## src/rtl/relin_stream_engine.sv

```systemverilog
// BFV relinearization engine: base-2^LOG_T decomposition of streamed c2 tiles,
// negacyclic MACs against external key polys, and c0/c1 tiles streamed back out.
module relin_stream_engine #(
  parameter int DEGREE_N   = 8,
  parameter int TILE_N     = 2,
  parameter int BIT_WIDTH  = 8,
  parameter int Q          = 97,
  parameter int LOG_T      = 2,
  parameter int NUM_DIGITS = 4,
  parameter int NUM_KEYS   = 2,
  parameter int KEY_AW     = $clog2(NUM_KEYS*NUM_DIGITS*DEGREE_N),
  parameter int KSEL_W     = (NUM_KEYS > 1) ? $clog2(NUM_KEYS) : 1
) (
  input  logic                          clk,
  input  logic                          rst,
  input  logic                          valid_i,
  output logic                          ready_o,
  input  logic [TILE_N*BIT_WIDTH-1:0]   coeff_i,
  input  logic [KSEL_W-1:0]             key_sel_i,
  output logic [KEY_AW-1:0]             key_addr_o,
  input  logic [BIT_WIDTH-1:0]          key_rdata0_i,
  input  logic [BIT_WIDTH-1:0]          key_rdata1_i,
  output logic                          valid_o,
  input  logic                          ready_i,
  output logic                          poly_sel_o,
  output logic                          last_o,
  output logic [TILE_N*BIT_WIDTH-1:0]   coeff_o,
  output logic                          busy_o
);
  localparam int NB  = DEGREE_N / TILE_N;
  localparam int AW  = (DEGREE_N > 1) ? $clog2(DEGREE_N) : 1;
  localparam int DW  = (NUM_DIGITS > 1) ? $clog2(NUM_DIGITS) : 1;
  localparam int BTW = (NB > 1) ? $clog2(NB) : 1;
  localparam int PW  = LOG_T + BIT_WIDTH;
  localparam int XW  = LOG_T * NUM_DIGITS;
  localparam logic [PW-1:0]        Q_P = PW'(Q);
  localparam logic [BIT_WIDTH:0]   Q_S = (BIT_WIDTH+1)'(Q);

  typedef enum logic [2:0] {S_IDLE, S_LOAD, S_MAC, S_OUT0, S_OUT1} state_t;

  // One accumulate step; neg selects subtraction for the x^N = -1 wrap.
  function automatic logic [BIT_WIDTH-1:0] mac_step(input logic [BIT_WIDTH-1:0] acc,
                                                    input logic [LOG_T-1:0] d,
                                                    input logic [BIT_WIDTH-1:0] key,
                                                    input logic neg);
    logic [PW-1:0]      prod;
    logic [PW-1:0]      pm;
    logic [BIT_WIDTH:0] addend;
    logic [BIT_WIDTH:0] sum;
    prod   = PW'(d) * PW'(key);
    pm     = prod % Q_P;
    addend = neg ? (Q_S - pm[BIT_WIDTH:0]) : pm[BIT_WIDTH:0];
    sum    = {1'b0, acc} + addend;
    mac_step = (sum >= Q_S) ? BIT_WIDTH'(sum - Q_S) : BIT_WIDTH'(sum);
  endfunction

  function automatic logic [LOG_T-1:0] digit_of(input logic [BIT_WIDTH-1:0] c,
                                                input logic [DW-1:0] i);
    logic [XW-1:0] ext;
    ext = XW'(c);
    digit_of = ext[int'(i)*LOG_T +: LOG_T];
  endfunction

  function automatic logic [KEY_AW-1:0] key_addr_of(input logic [KSEL_W-1:0] s,
                                                    input logic [DW-1:0] i,
                                                    input logic [AW-1:0] b);
    key_addr_of = KEY_AW'((int'(s)*NUM_DIGITS + int'(i))*DEGREE_N + int'(b));
  endfunction

  state_t                        state_q, state_d;
  logic [KSEL_W-1:0]             ksel_q, ksel_d;
  logic [BTW-1:0]                beat_q, beat_d;
  logic                          cur_v_q, cur_v_d, p_v_q, p_v_d;
  logic [DW-1:0]                 cur_i_q, cur_i_d, p_i_q, p_i_d;
  logic [AW-1:0]                 cur_a_q, cur_a_d, p_a_q, p_a_d;
  logic [AW-1:0]                 cur_b_q, cur_b_d, p_b_q, p_b_d;
  logic [KEY_AW-1:0]             key_addr_q, key_addr_d;
  logic                          ready_q, ready_d, valid_q, valid_d;
  logic                          poly_q, poly_d, last_q, last_d, busy_q, busy_d;
  logic [TILE_N*BIT_WIDTH-1:0]   coeff_q, coeff_d;
  logic [BIT_WIDTH-1:0]          c2_q [DEGREE_N];
  logic [BIT_WIDTH-1:0]          c2_d [DEGREE_N];
  logic [BIT_WIDTH-1:0]          acc0_q [DEGREE_N];
  logic [BIT_WIDTH-1:0]          acc0_d [DEGREE_N];
  logic [BIT_WIDTH-1:0]          acc1_q [DEGREE_N];
  logic [BIT_WIDTH-1:0]          acc1_d [DEGREE_N];
  logic                          in_hs_s, out_hs_s, go_mac_s, neg_s;
  logic [AW:0]                   sum_s;
  logic [AW-1:0]                 k_s;
  logic [LOG_T-1:0]              dig_s;

  // Next-state, datapath and registered-output values.
  always_comb begin
    state_d    = state_q;
    ksel_d     = ksel_q;
    beat_d     = beat_q;
    cur_v_d    = 1'b0;
    cur_i_d    = cur_i_q;
    cur_a_d    = cur_a_q;
    cur_b_d    = cur_b_q;
    p_v_d      = 1'b0;
    p_i_d      = p_i_q;
    p_a_d      = p_a_q;
    p_b_d      = p_b_q;
    key_addr_d = key_addr_q;
    c2_d       = c2_q;
    acc0_d     = acc0_q;
    acc1_d     = acc1_q;
    go_mac_s   = 1'b0;
    sum_s      = '0;
    k_s        = '0;
    neg_s      = 1'b0;
    dig_s      = '0;
    in_hs_s    = valid_i && ready_q;
    out_hs_s   = valid_q && ready_i;
    case (state_q)
      S_IDLE: begin
        if (in_hs_s) begin
          ksel_d = key_sel_i;
          for (int t = 0; t < TILE_N; t++) c2_d[t] = coeff_i[t*BIT_WIDTH +: BIT_WIDTH];
          for (int k = 0; k < DEGREE_N; k++) begin
            acc0_d[k] = '0;
            acc1_d[k] = '0;
          end
          if (NB == 1) begin
            go_mac_s = 1'b1;
          end else begin
            state_d = S_LOAD;
            beat_d  = BTW'(1);
          end
        end else begin
          beat_d = '0;
        end
      end
      S_LOAD: begin
        if (in_hs_s) begin
          for (int t = 0; t < TILE_N; t++)
            c2_d[AW'(int'(beat_q)*TILE_N + t)] = coeff_i[t*BIT_WIDTH +: BIT_WIDTH];
          if (beat_q == BTW'(NB-1)) go_mac_s = 1'b1;
          else                      beat_d = beat_q + BTW'(1);
        end else begin
          beat_d = beat_q;
        end
      end
      S_MAC: begin
        // The step whose address is on key_addr_o now becomes the step whose data arrives next.
        p_v_d = cur_v_q;
        p_i_d = cur_i_q;
        p_a_d = cur_a_q;
        p_b_d = cur_b_q;
        if (cur_v_q) begin
          cur_v_d = 1'b1;
          if (cur_b_q != AW'(DEGREE_N-1)) begin
            cur_b_d = cur_b_q + AW'(1);
          end else begin
            cur_b_d = '0;
            if (cur_a_q != AW'(DEGREE_N-1)) begin
              cur_a_d = cur_a_q + AW'(1);
            end else begin
              cur_a_d = '0;
              if (cur_i_q != DW'(NUM_DIGITS-1)) begin
                cur_i_d = cur_i_q + DW'(1);
              end else begin
                cur_i_d = '0;
                cur_v_d = 1'b0;
              end
            end
          end
          key_addr_d = key_addr_of(ksel_q, cur_i_d, cur_b_d);
        end else begin
          cur_v_d = 1'b0;
        end
        if (p_v_q) begin
          sum_s = {1'b0, p_a_q} + {1'b0, p_b_q};
          k_s   = sum_s[AW-1:0];
          neg_s = sum_s[AW];
          dig_s = digit_of(c2_q[p_a_q], p_i_q);
          acc0_d[k_s] = mac_step(acc0_q[k_s], dig_s, key_rdata0_i, neg_s);
          acc1_d[k_s] = mac_step(acc1_q[k_s], dig_s, key_rdata1_i, neg_s);
          if (!cur_v_q) begin
            state_d = S_OUT0;
            beat_d  = '0;
          end else begin
            state_d = S_MAC;
          end
        end else begin
          state_d = S_MAC;
        end
      end
      S_OUT0: begin
        if (out_hs_s) begin
          if (beat_q == BTW'(NB-1)) begin
            state_d = S_OUT1;
            beat_d  = '0;
          end else begin
            beat_d = beat_q + BTW'(1);
          end
        end else begin
          beat_d = beat_q;
        end
      end
      S_OUT1: begin
        if (out_hs_s) begin
          if (beat_q == BTW'(NB-1)) begin
            state_d = S_IDLE;
            beat_d  = '0;
          end else begin
            beat_d = beat_q + BTW'(1);
          end
        end else begin
          beat_d = beat_q;
        end
      end
      default: begin
        state_d = S_IDLE;
        beat_d  = '0;
      end
    endcase
    if (go_mac_s) begin
      state_d    = S_MAC;
      cur_v_d    = 1'b1;
      cur_i_d    = '0;
      cur_a_d    = '0;
      cur_b_d    = '0;
      key_addr_d = key_addr_of(ksel_d, DW'(0), AW'(0));
    end else begin
      key_addr_d = key_addr_d;
    end
    ready_d = (state_d == S_IDLE) || (state_d == S_LOAD);
    valid_d = (state_d == S_OUT0) || (state_d == S_OUT1);
    poly_d  = (state_d == S_OUT1);
    last_d  = poly_d && (beat_d == BTW'(NB-1));
    busy_d  = (state_d != S_IDLE);
    coeff_d = '0;
    if (valid_d) begin
      for (int t = 0; t < TILE_N; t++)
        coeff_d[t*BIT_WIDTH +: BIT_WIDTH] = poly_d ? acc1_d[AW'(int'(beat_d)*TILE_N + t)]
                                                   : acc0_d[AW'(int'(beat_d)*TILE_N + t)];
    end else begin
      coeff_d = '0;
    end
  end

  // State and datapath registers with synchronous active-low reset.
  always_ff @(posedge clk) begin
    if (!rst) begin
      state_q    <= S_IDLE;
      ksel_q     <= '0;
      beat_q     <= '0;
      cur_v_q    <= 1'b0;
      cur_i_q    <= '0;
      cur_a_q    <= '0;
      cur_b_q    <= '0;
      p_v_q      <= 1'b0;
      p_i_q      <= '0;
      p_a_q      <= '0;
      p_b_q      <= '0;
      key_addr_q <= '0;
      ready_q    <= 1'b0;
      valid_q    <= 1'b0;
      poly_q     <= 1'b0;
      last_q     <= 1'b0;
      busy_q     <= 1'b0;
      coeff_q    <= '0;
      for (int k = 0; k < DEGREE_N; k++) begin
        c2_q[k]   <= '0;
        acc0_q[k] <= '0;
        acc1_q[k] <= '0;
      end
    end else begin
      state_q    <= state_d;
      ksel_q     <= ksel_d;
      beat_q     <= beat_d;
      cur_v_q    <= cur_v_d;
      cur_i_q    <= cur_i_d;
      cur_a_q    <= cur_a_d;
      cur_b_q    <= cur_b_d;
      p_v_q      <= p_v_d;
      p_i_q      <= p_i_d;
      p_a_q      <= p_a_d;
      p_b_q      <= p_b_d;
      key_addr_q <= key_addr_d;
      ready_q    <= ready_d;
      valid_q    <= valid_d;
      poly_q     <= poly_d;
      last_q     <= last_d;
      busy_q     <= busy_d;
      coeff_q    <= coeff_d;
      c2_q       <= c2_d;
      acc0_q     <= acc0_d;
      acc1_q     <= acc1_d;
    end
  end

  assign ready_o    = ready_q;
  assign key_addr_o = key_addr_q;
  assign valid_o    = valid_q;
  assign poly_sel_o = poly_q;
  assign last_o     = last_q;
  assign coeff_o    = coeff_q;
  assign busy_o     = busy_q;

endmodule

```

## config.mk

```make
export PLATFORM = sky130hd
export DESIGN_NAME = relin_stream_engine
export DESIGN_NICKNAME = d
export VERILOG_FILES = /design/src/rtl/relin_stream_engine.sv
export SDC_FILE = /design/constraint.sdc
export NUM_CORES = 1
export LEC_CHECK = 0
export CORE_ASPECT_RATIO = 0.7
export CORE_MARGIN = 1
export CORE_UTILIZATION = 40
export DETAILED_ROUTE_END_ITERATION = 10
export GPL_TIMING_DRIVEN = 0
export SLEW_MARGIN = 20
export SYNTH_ARGS = -nofsm -noshare
export SYNTH_HDL_FRONTEND = slang
export SYNTH_SLANG_ARGS = --single-unit
```

## constraint.sdc

```tcl
create_clock -name clk -period 11.09 [get_ports clk]
set_clock_uncertainty 0.15 [all_clocks]
set_input_delay 2.218 -clock clk [delete_from_list [all_inputs] [get_ports clk]]
set_output_delay 2.218 -clock clk [all_outputs]
set_load 0.01 [all_outputs]
```

; Word level (Yosys, flattened, before mapping)
; Index checks and enable logic that the tools add are counted.
[classes]
mux = 86
order_cmp = 11
bitwise = 8
div = 2
n_shift = 1
n_mul = 2
n_addsub = 15
n_reduce_logical = 23
n_eq_ne = 14
[op_table]
columns = cell, n
row1 = 64-bit two-way mux, 5
row2 = 64-bit bitwise mux, 4
row3 = 64-bit one-hot mux with 2 select lines, 2
row4 = 8-bit binary-select mux with 3-bit select, 7
row5 = 8-bit two-way mux, 21
row6 = 8-bit demux with 3-bit select, 3
row7 = 3-bit two-way mux, 11
row8 = 16-bit one-hot mux with 2 select lines, 1
row9 = 2-bit two-way mux, 11
row10 = "10-bit by 7-bit remainder unit with 10-bit output, second input constant", 2
row11 = 2-bit by 8-bit multiplier with 10-bit output, 2
row12 = 8-bit by 9-bit adder with 9-bit output, 2
row13 = "9-bit by 7-bit >= comparator with 1-bit output, second input constant", 2
row14 = 6-bit two-way mux, 3
row15 = 9-bit two-way mux, 2
row16 = "7-bit by 9-bit subtractor with 9-bit output, first input constant", 2
row17 = "3-bit by 4-bit >= comparator with 1-bit output, second input constant", 4
row18 = 16-bit two-way mux, 1
row19 = "8-bit by 7-bit subtractor with 8-bit output, second input constant", 2
row20 = 3-bit one-hot mux with 5 select lines, 1
row21 = 1-bit two-way mux, 13
row22 = "3-bit by 1-bit adder with 3-bit output, second input constant", 4
row23 = 3-bit NOT, 4
row24 = 2-bit AND reduction, 5
row25 = other kinds (24), 48
[word_totals]
elab_cells = 205
inputBits = 37
register_bits = 243

; Depth between registers and ports, before layout
[depth]
word_depth = 19
mapped_depth = 56

; Least setup slack after synthesis
; No wires, ideal clock.
[synth_path]
kind = input to register
from = input key_rdata1_i[0]
to = register coeff_q[10] (netlist: coeff_o[10])
path_slack_ps = 140
path_buffers = 2
arrival_time_ps = 10684
path_stages = 45
cell_sequence = nor2b_1 > ha_1 > inv_1 > fa_1 > nor2b_1 > o22a_1 > xor2_1 > o41ai_4 > nor3_1 > mux2i_1 > a2bb2oi_2 > inv_2 > ha_1 > nand3_1 > o211a_1 > a211oi_4 > xnor2_1 > ha_1 > [... 9 more ...] > o21ai_0 > ha_1 > a21oi_1 > nor2_1 > nor2_1 > o21bai_1 > a21oi_1 > o21bai_1 > a21oi_1 > xnor2_1 > a21o_1 > nand2_1 > or4_4 > a31oi_4 > o21ai_1 > a32oi_1 > a221oi_1 > o211a_1
[synth_via]
elab_chain_len = 14
elab_cells_between_ends = 15
classes_between = add/sub (3) / mul (1) / div (1) / order compare (1) / mux (9)
[synth_rtl]
columns = element, line_no
row1 = from (decl), 22  ; input logic [BIT_WIDTH-1:0] key_rdata1_i,
row2 = 2-bit by 8-bit multiplier with 10-bit output *, 50  ; prod = PW'(d) * PW'(key);
row3 = 10-bit by 7-bit remainder unit with 10-bit output *, 51  ; pm = prod % Q_P;
row4 = 7-bit by 9-bit subtractor with 9-bit output, 52  ; addend = neg ? (Q_S - pm[BIT_WIDTH:0]) : pm[BIT_WIDTH:0];
row5 = 9-bit two-way mux *, 52
row6 = 8-bit by 9-bit adder with 9-bit output *, 53  ; sum = {1'b0, acc} + addend;
row7 = 8-bit by 7-bit subtractor with 8-bit output / 9-bit by 7-bit >= comparator with 1-bit output (equally long branches), 54  ; mac_step = (sum >= Q_S) ? BIT_WIDTH'(sum - Q_S) : BIT_WIDTH'(sum);
row8 = 8-bit two-way mux *, 54
row9 = 64-bit bitwise mux *, 179  ; acc1_d[k_s] = mac_step(acc1_q[k_s], dig_s, key_rdata1_i, neg_s);
row10 = 64-bit two-way mux *, 173  ; if (p_v_q) begin
row11 = 64-bit one-hot mux with 2 select lines *, 116  ; case (state_q)
row12 = 8-bit binary-select mux with 3-bit select *, 237  ; coeff_d[t*BIT_WIDTH +: BIT_WIDTH] = poly_d ? acc1_d[AW'(int'(beat_d)*TILE_N + t)]
row13 = 8-bit two-way mux (not written as such) * (2 in series), 237
row14 = 8-bit two-way mux *, 237
row15 = to (signal assigned), 288  ; coeff_q <= coeff_d;
row16 = to (decl), 80  ; logic [TILE_N*BIT_WIDTH-1:0] coeff_q, coeff_d;
; Every way passes the cells marked *; elsewhere a longest branch is shown, timed or not. The select of a mux whose other input is x is not followed.
; A chain may end at the register's enable or synchronous reset.

; Final worst setup path
; Ends and elaborated chain as after synthesis.

==> flow_metrics.tcl <==
set metrics [dict create \
    hp-class "reg2reg" \
    grt_pass1_vias 15700 \
    start_util_pct 41.1 \
    worst_pin_slew_ps 1180 \
    nets 2279 \
    outcome "finished, final reports clean" \
    netlist.top_cell.by_area "dfxtp_1" \
    setup_ws_ps 173 \
    max_freq_mhz 91.6 \
    pwr-share-comb_pct 24.5 \
    die_h_um 172 \
    drv_slew 0 \
    grt_overflow_total 0 \
    cp.required_ps 11380 \
    post_drt_wl_per_cell_um 23.6 \
    drtAntennaViolNets 0 \
    core_area_sq_mm 0.0401 \
    dieArea_sq_mm 0.0420 \
    p_int_w 0.00162 \
    final_cell_mix "nand2_1, dfxtp_1, a22oi_1, nor2b_1, nor2_1" \
    regArea_sq_mm 0.00477 \
    track_usage_pct 29.7 \
    routed_wl_um 64600 \
    root_buffer "clkbuf_16" \
    async_flop_share_pct 0 \
    synth_edf_count 0 \
    post-place-ws_ps -2350 \
    final_hold_viol_count 0 \
    total_power_w 0.00236 \
    crit_path_end_kind "flip-flop" \
    ys_ff_latch 238 \
    setup_violations 0 \
    syn_inst 2048 \
    clk-insertion-delay-late_ps 570 \
    pin_count 64 \
    numCtsBuffers 25 \
    synth_nets 2147 \
    ys_types 101 \
    gp_congestion 1.07 \
    antenna_found_initial 2 \
    min_period_over_period_pct 98.4 \
    max_stage_delay_ps 720 \
    cp_slowest_cell "xnor2_1" \
    vias_per_cell 6.22 \
    tritoncts "yes" \
    min_period_ps 10920 \
    crit_path_max_fanout 9 \
    path_clk_slew_ps 70 \
    syn_to_final_growth_pct 19.8 \
    drive_above_1_share_pct 11.9 \
    p_leak_nw 7.00 \
    cts.path.max_buffers 3 \
    tns_ps 0 \
    final_common_cell "nand2_1" \
    grt_max_degree 15 \
    dpl_cell_area_sq_mm 0.0178 \
    synth-main-ff-cell "dfxtp_1" \
    vias 17000 \
    yosysWarnings 0 \
    drc 0 \
    powerDensity_mw_per_mm2 120 \
    crit_type "in2reg" \
    rows 61 \
    port_buffers 63 \
    synth.avg_cell_area_sq_um 8.05 \
    firstDrtPassIters 7 \
    grt_pass1_wl_um 95600 \
    yosysSeqAreaShare_pct 28.9 \
    drt_iter0_markers 2094 \
    irDropWorstVdd_mv 0.107 \
    whs_ps 314 \
    crit_top_cell "ha_2" \
    clock_sinks 238 \
    final_area_sq_mm 0.0197 \
    startpoint_type "primary input" \
    htree_levels 1 \
    synth_top_area_share_pct 28.9 \
    switching_share_pct 31.5 \
    multi_input_area_sq_mm 0.0117 \
    dp_hpwl_um 48200 \
    max-slew-margin-rel_pct 21.2 \
    maxCapViolations 0 \
    arrival_ps 11200 \
    p_sw_w 0.000744 \
    fill_cells 3907 \
    die-width_um 245 \
    netlist_area_sq_mm 0.0165 \
    p_clk_share_pct 39.0 \
    ys_top_cells_by_area "dfxtp_1, nand2_1, a22oi_1" \
    seqPwrFrac_pct 36.5 \
]
==> critical path: cells and delay by family <==
kind                       cells  cell delay, ps
AOI/OAI and AO/OA             14            3110
xor gates and xnor gates       4            1100
adders and majority gates      6            1610
buffers and inverters          7            1180
muxes                          1             190
and+or+nand+nor               13            1800
==> path summary, 6_finish.rpt <==
path / startpoint / to / slack, ps / cells past startpoint
setup / recovery: key_rdata1_i[0] / coeff_o[10] / 170 / 45
hold / removal: c2_q[19] / c2_q[19] / 310 / 2
setup reg to reg: p_a_q[2] / coeff_o[10] / 250 / 47
hold reg to reg: c2_q[19] / c2_q[19] / 310 / 2
==> routing by layer <==
metal  vias up  track usage [%]  routed length, um
met3       150             7.54               7260
met5         -                0                  0
met1      8154             43.5              29300
met4         0             8.86               2060
met2       932             42.0              25900
li1       7758                -                  -
==> state kept, by name, indices dropped and copies added (netlist names), 3 cells and up <==
signal / flops
c2_q: 64
acc0_q: 64
p_b_q: 3
cur_a_q: 3
p_a_q: 3
coeff_o: 16
state_q: 3
acc1_q: 64
==> stage by stage <==
step / std cells / util [%]
after global routing: 2733 / 49.2
after detailed placement: 2647 / 44.3
after floorplan: 2048 / -
final: 2734 / 49.2
after CTS: 2707 / 47.7
after global placement: 2646 / 44.3
==> timing repair <==
action                     in CTS  in global routing
hold buffers                    0                  0
setup endpoints to repair     144                144
resized for setup              68                 63
hold endpoints to repair        0                  0
setup buffers                  19                 26
pin swaps                      18                 35
gates cloned                    0                  1
==> power by group through the flow <==
stage | combinational (W) | clock [W] | sequential [W]
3_5_place_dp | 0.000456 | 0 | 0.000880
4_1_cts | 0.000509 | 0.000923 | 0.000861
5_1_grt | 0.000607 | 0.000962 | 0.000861
2_1_floorplan | 0.000308 | 0 | 0.000880
6_report | 0.000578 | 0.000921 | 0.000861
3_3_place_gp | 0.000452 | 0 | 0.000880
==> Yosys cell counts (12+ instances only) <==
library cell / number
a21oi_1: 102
nand2_1: 269
mux2_2: 14
and2_1: 58
clkbuf_1: 100
o22ai_1: 14
nor2_1: 121
dfxtp_1: 238
nand2b_1: 13
a21o_1: 14
inv_1: 45
nand3_1: 51
and3_1: 19
mux2i_1: 54
a221oi_1: 14
o211ai_1: 15
xor2_1: 21
o21bai_1: 12
or2_2: 12
o21ai_0: 96
a22oi_1: 130
mux4_2: 14
a211oi_1: 36
ha_1: 57
xnor2_1: 43
nor3_1: 36
a21boi_0: 79
a31oi_1: 24
nor2b_1: 131
==> cell families after synthesis <==
| logic type | share of synthesized area [%] |
|---|---|
| xor+xnor | 3.86 |
| simple gates | 23.1 |
| buf+inv | 4.08 |
| fa+ha+maj | 4.93 |
| compound gates | 28.6 |
| mux | 6.55 |
| flops | 28.9 |
==> area by class of cell <==
type | count | share of cell area, %
Clock inverter | 15 | 1.06
Multi-Input combinational cell | 1645 | 59.3
Timing Repair Buffer | 111 | 5.38
Buffer | 112 | 2.49
Antenna cell | 1 | 0.0127
Clock buffer | 30 | 3.37
Tap cell | 535 | 3.39
Inverter | 47 | 0.894
Sequential cell | 238 | 24.2
Note: power is estimated with default switching activity, not from simulation.
